--- config.mk ---
export PLATFORM = sky130hd
export DESIGN_NAME = pa_risc_fetch_stage
export DESIGN_NICKNAME = d
export VERILOG_FILES = /design/src/rtl/pa_risc_pkg.sv /design/src/rtl/pa_risc_pc_queue.sv /design/src/rtl/pa_risc_fetch_stage.sv
export SDC_FILE = /design/constraint.sdc
export NUM_CORES = 1
export LEC_CHECK = 0
export BUFFER_PORTS_ARGS = -buffer_cell sky130_fd_sc_hd__buf_2
export CAP_MARGIN = 20
export CORE_MARGIN = 8
export CORE_UTILIZATION = 56
export DETAILED_ROUTE_END_ITERATION = 12
export GPL_TIMING_DRIVEN = 0
export PLACE_DENSITY_LB_ADDON = 0.3
export SLEW_MARGIN = 40
export SYNTH_ARGS = -nofsm -noshare
export SYNTH_HDL_FRONTEND = slang
export SYNTH_SLANG_ARGS = --single-unit
export TNS_END_PERCENT = 100
--- constraint.sdc ---
create_clock -name clk -period 3.1 [get_ports clk]
set_input_delay 0.465 -clock clk [delete_from_list [all_inputs] [get_ports clk]]
set_output_delay 0.465 -clock clk [all_outputs]
set_load 0.01 [all_outputs]
--- src/rtl/pa_risc_pkg.sv ---
`timescale 1ns/1ps
`default_nettype none
// ============================================================================
// Module   : pa_risc_pkg
// Purpose  : Shared constants and types for the PA-RISC pipeline front end.
//            Holds datapath widths, the NOP encoding, PC-queue step sizes,
//            the fetch-FSM state type and the opcode constants the decoder
//            already relies on.
// Revision : 1.0 - initial release
// ============================================================================
package pa_risc_pkg;

  // Datapath widths
  localparam int PC_W    = 32;
  localparam int INSTR_W = 32;

  // Opcode field 000000 decodes as NOP, so an all-zero word is a bubble
  localparam logic [31:0] NOP_WORD = 32'h0000_0000;

  // PC queue increments and the BL return-address offset (skips the
  // branch and its delay slot)
  localparam int PC_STEP   = 4;
  localparam int RA_OFFSET = 8;

  // Major opcode field, instruction bits [31:26]
  localparam logic [5:0] OP_NOP   = 6'h00;
  localparam logic [5:0] OP_ARITH = 6'h02;
  localparam logic [5:0] OP_LDW   = 6'h12;
  localparam logic [5:0] OP_STW   = 6'h1A;
  localparam logic [5:0] OP_COMB  = 6'h20;
  localparam logic [5:0] OP_ADDIB = 6'h29;
  localparam logic [5:0] OP_ADDI  = 6'h2D;
  localparam logic [5:0] OP_BL    = 6'h3A;

  // Fetch redirect FSM: RUN = no deferred redirect, PEND = a branch target
  // was captured while the pipe was stalled and is waiting to be applied
  typedef enum logic [0:0] {
    FS_RUN  = 1'b0,
    FS_PEND = 1'b1
  } fetch_state_e;

endpackage : pa_risc_pkg
`default_nettype wire

--- src/rtl/pa_risc_pc_queue.sv ---
`timescale 1ns/1ps
`default_nettype none
// ============================================================================
// Module   : pa_risc_pc_queue
// Purpose  : PA-RISC PC front/back queue with one architectural delay slot,
//            plus the deferred-redirect FSM that remembers a branch target
//            arriving while the pipe is stalled.
// Ports    : clk           - pipeline clock
//            reset         - synchronous, active-low reset
//            le            - load enable; 0 holds the queue (stall)
//            br_taken      - EX-stage taken branch, one-cycle pulse
//            br_target     - branch target, valid with br_taken
//            pc_front      - address currently being fetched
//            pc_back       - next fetch address
//            redirect_pend - a stalled redirect is waiting to be applied
// Revision : 1.0 - initial release
// ============================================================================
module pa_risc_pc_queue #(
  parameter int              PC_W     = pa_risc_pkg::PC_W,
  parameter logic [PC_W-1:0] PC_RESET = '0
) (
  input  logic            clk,
  input  logic            reset,
  input  logic            le,
  input  logic            br_taken,
  input  logic [PC_W-1:0] br_target,
  output logic [PC_W-1:0] pc_front,
  output logic [PC_W-1:0] pc_back,
  output logic            redirect_pend
);

  import pa_risc_pkg::*;

  localparam logic [PC_W-1:0] C_STEP = PC_W'(PC_STEP);

  fetch_state_e    r_state;
  fetch_state_e    w_state_nxt;
  logic [PC_W-1:0] r_front;
  logic [PC_W-1:0] r_back;
  logic [PC_W-1:0] r_pend_tgt;
  logic [PC_W-1:0] w_front_nxt;
  logic [PC_W-1:0] w_back_nxt;
  logic [PC_W-1:0] w_pend_tgt_nxt;

  // State register. Reset also drops any captured target so a stale
  // redirect can never surface after reset.
  always_ff @(posedge clk) begin
    if (!reset) begin
      r_state    <= FS_RUN;
      r_front    <= PC_RESET;
      r_back     <= PC_RESET + C_STEP;
      r_pend_tgt <= '0;
    end else begin
      r_state    <= w_state_nxt;
      r_front    <= w_front_nxt;
      r_back     <= w_back_nxt;
      r_pend_tgt <= w_pend_tgt_nxt;
    end
  end

  // Next-state logic. On every advance the old back becomes the new front,
  // so the delay-slot instruction is always fetched; only the new back
  // differs between sequential flow and a redirect. A same-edge br_taken is
  // younger than a captured target and therefore wins.
  always_comb begin
    w_state_nxt    = r_state;
    w_front_nxt    = r_front;
    w_back_nxt     = r_back;
    w_pend_tgt_nxt = r_pend_tgt;

    case (r_state)
      FS_RUN: begin
        if (le) begin
          w_front_nxt = r_back;
          w_back_nxt  = br_taken ? br_target : (r_back + C_STEP);
        end else if (br_taken) begin
          w_state_nxt    = FS_PEND;
          w_pend_tgt_nxt = br_target;
        end
      end

      FS_PEND: begin
        if (le) begin
          w_front_nxt = r_back;
          w_back_nxt  = br_taken ? br_target : r_pend_tgt;
          w_state_nxt = FS_RUN;
        end else if (br_taken) begin
          // Still stalled: youngest redirect replaces the captured one
          w_pend_tgt_nxt = br_target;
        end
      end

      default: begin
        w_state_nxt = FS_RUN;
      end
    endcase
  end

  assign pc_front      = r_front;
  assign pc_back       = r_back;
  assign redirect_pend = (r_state == FS_PEND);

endmodule : pa_risc_pc_queue
`default_nettype wire

--- src/rtl/pa_risc_fetch_stage.sv ---
`timescale 1ns/1ps
`default_nettype none
// ============================================================================
// Module   : pa_risc_fetch_stage
// Purpose  : Instruction-fetch stage and IF/ID pipeline register. Drives the
//            instruction memory from PC front, latches the returned word into
//            IF/ID and supports stall, EX redirect (including one arriving
//            during a stall) and delay-slot nullification.
// Ports    : clk            - pipeline clock
//            reset          - synchronous, active-low reset
//            LE             - load enable for PC queue and IF/ID (0 = stall)
//            br_taken       - EX-stage taken branch pulse
//            br_target      - branch target, valid with br_taken
//            nullify        - squash current IF/ID contents to NOP
//            imem_addr      - instruction-memory byte address (from PC front)
//            imem_data      - combinational instruction-memory read data
//            InstructionOut - IF/ID instruction register
//            PCFrontOut     - PC front (address being fetched)
//            PCBackOut      - PC back (next fetch address)
//            IF_PC          - PC of the instruction held in IF/ID
//            IF_RA          - BL return address for IF/ID (IF_PC + 8)
//            redirect_pend  - stalled redirect waiting to be applied
// Revision : 1.0 - initial release
// ============================================================================
module pa_risc_fetch_stage #(
  parameter int                 PC_W     = pa_risc_pkg::PC_W,
  parameter int                 INSTR_W  = pa_risc_pkg::INSTR_W,
  parameter int                 IMEM_AW  = 9,
  parameter logic [PC_W-1:0]    PC_RESET = '0,
  parameter logic [INSTR_W-1:0] NOP_WORD = INSTR_W'(pa_risc_pkg::NOP_WORD)
) (
  input  logic               clk,
  input  logic               reset,
  input  logic               LE,
  input  logic               br_taken,
  input  logic [PC_W-1:0]    br_target,
  input  logic               nullify,
  output logic [IMEM_AW-1:0] imem_addr,
  input  logic [INSTR_W-1:0] imem_data,
  output logic [INSTR_W-1:0] InstructionOut,
  output logic [PC_W-1:0]    PCFrontOut,
  output logic [PC_W-1:0]    PCBackOut,
  output logic [PC_W-1:0]    IF_PC,
  output logic [PC_W-1:0]    IF_RA,
  output logic               redirect_pend
);

  import pa_risc_pkg::*;

  localparam logic [PC_W-1:0] C_RA_OFFSET = PC_W'(RA_OFFSET);

  logic [PC_W-1:0]    w_front;
  logic [PC_W-1:0]    w_back;
  logic [INSTR_W-1:0] r_instr;
  logic [PC_W-1:0]    r_if_pc;
  logic [PC_W-1:0]    r_if_ra;

  pa_risc_pc_queue #(
    .PC_W     (PC_W),
    .PC_RESET (PC_RESET)
  ) u_pc_queue (
    .clk           (clk),
    .reset         (reset),
    .le            (LE),
    .br_taken      (br_taken),
    .br_target     (br_target),
    .pc_front      (w_front),
    .pc_back       (w_back),
    .redirect_pend (redirect_pend)
  );

  // Instruction memory is byte addressed by the low bits of PC front; a
  // memory wider than the PC is zero-extended.
  generate
    if (IMEM_AW <= PC_W) begin : g_imem_addr_slice
      assign imem_addr = w_front[IMEM_AW-1:0];
    end else begin : g_imem_addr_zext
      assign imem_addr = {{(IMEM_AW-PC_W){1'b0}}, w_front};
    end
  endgenerate

  // IF/ID register. Nullify only replaces the instruction word: on an
  // advance IF_PC/IF_RA still follow the fetched slot, and during a stall
  // the squash is applied without disturbing the held PC.
  always_ff @(posedge clk) begin
    if (!reset) begin
      r_instr <= NOP_WORD;
      r_if_pc <= '0;
      r_if_ra <= C_RA_OFFSET;
    end else if (LE) begin
      r_instr <= nullify ? NOP_WORD : imem_data;
      r_if_pc <= w_front;
      r_if_ra <= w_front + C_RA_OFFSET;
    end else if (nullify) begin
      r_instr <= NOP_WORD;
    end
  end

  assign InstructionOut = r_instr;
  assign PCFrontOut     = w_front;
  assign PCBackOut      = w_back;
  assign IF_PC          = r_if_pc;
  assign IF_RA          = r_if_ra;

endmodule : pa_risc_fetch_stage
`default_nettype wire

==> flow_summary.rst <==
.. list-table::
   :header-rows: 1

   * - Metric
     - Value
   * - Status
     - finished clean
   * - Worst Skew
     - between 0.006 and 0.007 ns
   * - Fraction of layout instances using a drive strength above 1
     - 0.237
   * - Post-synth top area cell
     - sky130_fd_sc_hd__dfxtp_1
   * - Prevailing post-synth register cell
     - sky130_fd_sc_hd__dfxtp_1
   * - FP Rows
     - between 40 and 50
   * - Post-route antenna net violation count
     - 0
   * - Hold violation total from the final report
     - 0
   * - Overall overflow remaining after global route
     - 0
   * - Worst voltage drop across the vdd grid
     - ~420 uV
   * - Worst slew pin tran
     - ~0.90 ns
   * - Die X
     - approximately 140 um
   * - Wire length of the first global-routing pass
     - ~43 mm
   * - Placed Cells
     - 1,411
   * - Setup slack on the worst flop-to-flop path
     - 0.73 ns
   * - Kind of end point of the critical path
     - flip-flop
   * - Sum of net half-perimeters after detailed placement
     - about 20 mm
   * - Largest net degree at the start of global routing
     - 17
   * - Number of violations of the max-capacitance limit
     - 0
   * - Total DRC errors in the routed layout
     - 0
   * - CTS H-Tree Depth
     - 4
   * - DIE AREA
     - roughly 0.019 mm2
   * - Clock Latency Late Sink
     - 0.43 ns
   * - Static Leak
     - 0.00467 uW
   * - Critical Path RT
     - approximately 3.4 ns
   * - CTS hold repair buffers
     - 0
   * - DR WL/cell
     - roughly 19 um
   * - Postcts setup bufs
     - 0
   * - Synth area leaders
     - sky130_fd_sc_hd__dfxtp_1, sky130_fd_sc_hd__mux2i_1, sky130_fd_sc_hd__nor2_1, sky130_fd_sc_hd__nand2_1, sky130_fd_sc_hd__a21oi_1
   * - Initial DRC Count
     - roughly 700
   * - Number of distinct library cell variants in the gate-level netlist after synthesis
     - 54
   * - Final core area utilization
     - 0.710
   * - Routability Congestion
     - between 0.9 and 1
   * - Clk slew on worst S/H paths
     - roughly 0.07 ns
   * - Total routed wirelength
     - 27.4 mm
   * - PD cells
     - between 500 and 600 mW/mm2
   * - Total nets after synthesis
     - approximately 1,100
   * - Maximum net fanout on the critical path
     - 10
   * - Num CTS Buffers
     - 17
   * - Area share of the largest cell type after synthesis
     - 0.456
   * - Clock tree buffer depth
     - 2
   * - Share of the clock period used by the worst path
     - 0.797
   * - RSZ-0062 raised after global routing
     - no
   * - Sw frac
     - 0.267
   * - Worst Hold Margin
     - 0.265 ns
   * - Initial standard-cell utilization of the core
     - 0.574
   * - Most used cells in the layout excluding fill and tap cells
     - sky130_fd_sc_hd__buf_2, sky130_fd_sc_hd__dfxtp_1, sky130_fd_sc_hd__nor2_1, sky130_fd_sc_hd__nand2_1, sky130_fd_sc_hd__mux2i_1
   * - Antenna cells
     - 0
   * - Minimum period implied by the final worst setup slack
     - roughly 2.5 ns
   * - Number of sinks driven by the clock tree
     - between 150 and 200
   * - Hold Crit Class
     - primary input to flip-flop
   * - Post-synthesis instance area
     - 0.00835 mm2
   * - Headroom to the max-slew limit
     - 0.402
   * - Power share of the clock group
     - 0.382
   * - Signed area change from the synthesized netlist to the final layout
     - 23.6%
   * - Part of the power in combinational logic
     - 0.117
   * - Number of nets at the end of the flow
     - 1,317
   * - Initial antenna violation count
     - 1
   * - Syn. warnings
     - 0
   * - Via count of the first global-routing pass
     - ~8,100
   * - Number of iterations in the first detailed-routing pass
     - 6
   * - Number of enable-type register cells in the synthesized netlist
     - 0
   * - Critical path launch point type
     - primary input
   * - Core outline area
     - approximately 0.015 mm2
   * - PortBufs
     - about 240
   * - Most common cell after layout, fill and taps aside
     - sky130_fd_sc_hd__buf_2
   * - Net switching power of the design
     - 1410 uW
   * - Routed vias/inst
     - roughly 5.8
   * - Pint
     - just under 4000 uW
   * - Synth Register Bits
     - 190
   * - Maximum clock frequency
     - roughly 0.40 GHz
   * - Cell count after synthesis
     - just under 1,000
   * - Worst slack, placed
     - approximately 0.25 ns
   * - Number of pins exceeding their max-slew limit in the final report
     - 0
   * - Register share of total power
     - 0.501
   * - CTS tree
     - done
   * - Die extent in y
     - 138 um
   * - Category of the most critical setup path
     - primary input to flip-flop
   * - Setup TNS
     - 0 ns
   * - Cell chosen for the clock root
     - sky130_fd_sc_hd__clkbuf_16
   * - Cells resized by post-CTS repair
     - 0
   * - Top-Level Pins
     - roughly 240
   * - Aggregate global-route resource usage
     - 0.274
   * - Final Non-Filler Cells
     - roughly 1,400
   * - Fraction of the yosys area taken by sequential cells
     - 0.456
   * - Number of setup violations in the final report
     - 0
   * - Average size of a mapped cell
     - about 8.4 um2
   * - Via count
     - approximately 8,400
   * - Critical path arrival
     - ~2.8 ns
   * - Post-synth ARST share
     - 0
   * - Setup slack after layout
     - 0.629 ns
[layout make-up]
cell class	instances	area (um2)
clock inverters	10	66.3
plain buffers	84	375
fillers	1225	4220
flip-flops and latches	190	3800
multi-input cells	708	4150
inverters	7	26.3
repair buffers	238	1190
clock buffers	21	470
well taps	184	230
[Yosys cell counts (4+ instances only)]
cell and number:
sky130_fd_sc_hd__a311oi_1 4, sky130_fd_sc_hd__nor2_1 130, sky130_fd_sc_hd__nand3_1 33, sky130_fd_sc_hd__xor2_1 14, sky130_fd_sc_hd__and3_1 20, sky130_fd_sc_hd__a21oi_1 86
sky130_fd_sc_hd__inv_1 6, sky130_fd_sc_hd__and4_1 5, sky130_fd_sc_hd__dfxtp_1 190, sky130_fd_sc_hd__and2_1 7, sky130_fd_sc_hd__clkbuf_1 58, sky130_fd_sc_hd__a211oi_1 8
sky130_fd_sc_hd__mux2i_1 102, sky130_fd_sc_hd__nor4_1 4, sky130_fd_sc_hd__buf_4 12, sky130_fd_sc_hd__xnor2_1 10, sky130_fd_sc_hd__nand4_1 17, sky130_fd_sc_hd__buf_2 12
sky130_fd_sc_hd__nor3_1 17, sky130_fd_sc_hd__nand2_1 117, sky130_fd_sc_hd__a31oi_1 10, sky130_fd_sc_hd__o211ai_1 6, sky130_fd_sc_hd__o21ai_0 73
[path summary, 6_finish.rpt]
check / start / to / cells past startpoint
worst max-delay path: LE / IF_PC[26] / 6
worst min-delay path: imem_data[22] / InstructionOut[22] / 3
worst max register to register: u_pc_queue.pc_front[5] / IF_RA[28] / 6
worst min register to register: u_pc_queue.r_pend_tgt[14] / u_pc_queue.r_pend_tgt[14] / 2
[per-layer routing]
| layer | track usage | wire length (um) | vias to the layer above |
|---|---|---|---|
| met2 | 0.434 | 12600 | 469 |
| met3 | 0.0955 | 3040 | 53 |
| met4 | 0.105 | 756 | 2 |
| met5 | 0 | 8 | - |
| met1 | 0.335 | 10900 | 3931 |
| li1 | - | - | 3974 |
[state kept, by name, indices dropped and copies added (netlist names)]
register	cells
u_pc_queue.redirect_pend	1
u_pc_queue.pc_back	32
InstructionOut	32
IF_RA	29
u_pc_queue.r_pend_tgt	32
u_pc_queue.pc_front	32
IF_PC	32
[per-stage QoR]
| stage | cell area (um2) | power (uW) |
|---|---|---|
| finish | 10300 | 5260 |
| global route | 10300 | 5450 |
| CTS | 10300 | 5260 |
| detailed placement | 9780 | 3290 |
| global placement | 9770 | 3280 |
| floorplan | 8350 | 3020 |
[power groups by stage]
stage / Sequential, uW / Clock, uW / Combinational [uW]
2_1_floorplan: 2700 / 0 / 324
4_1_cts: 2630 / 2020 / 611
3_3_place_gp: 2680 / 0 / 596
6_report: 2640 / 2010 / 616
5_1_grt: 2650 / 2140 / 669
3_5_place_dp: 2690 / 0 / 607
[logic make-up (layout without fill, tap and decap cells)]
group | Yosys count | after routing | share of synthesized area
AO/OA/AOI/OAI | 211 | 211 | 0.144
XOR/XNOR | 24 | 24 | 0.0252
adder cells (fa/ha/maj) | 2 | 2 | 0.00300
buffers and inverters | 91 | 360 | 0.0481
flip-flops | 190 | 190 | 0.456
multiplexers | 104 | 104 | 0.125
AND/OR/NAND/NOR | 367 | 367 | 0.199
[critical path, cell delays in order]
cell,delay [ns]
sky130_fd_sc_hd__buf_2,0.19
sky130_fd_sc_hd__clkbuf_1,0.48
sky130_fd_sc_hd__clkbuf_1,0.50
sky130_fd_sc_hd__buf_1,0.73
sky130_fd_sc_hd__mux2i_1,0.32
sky130_fd_sc_hd__nor2_1,0.06
Note: power is estimated with default switching activity, not from simulation.
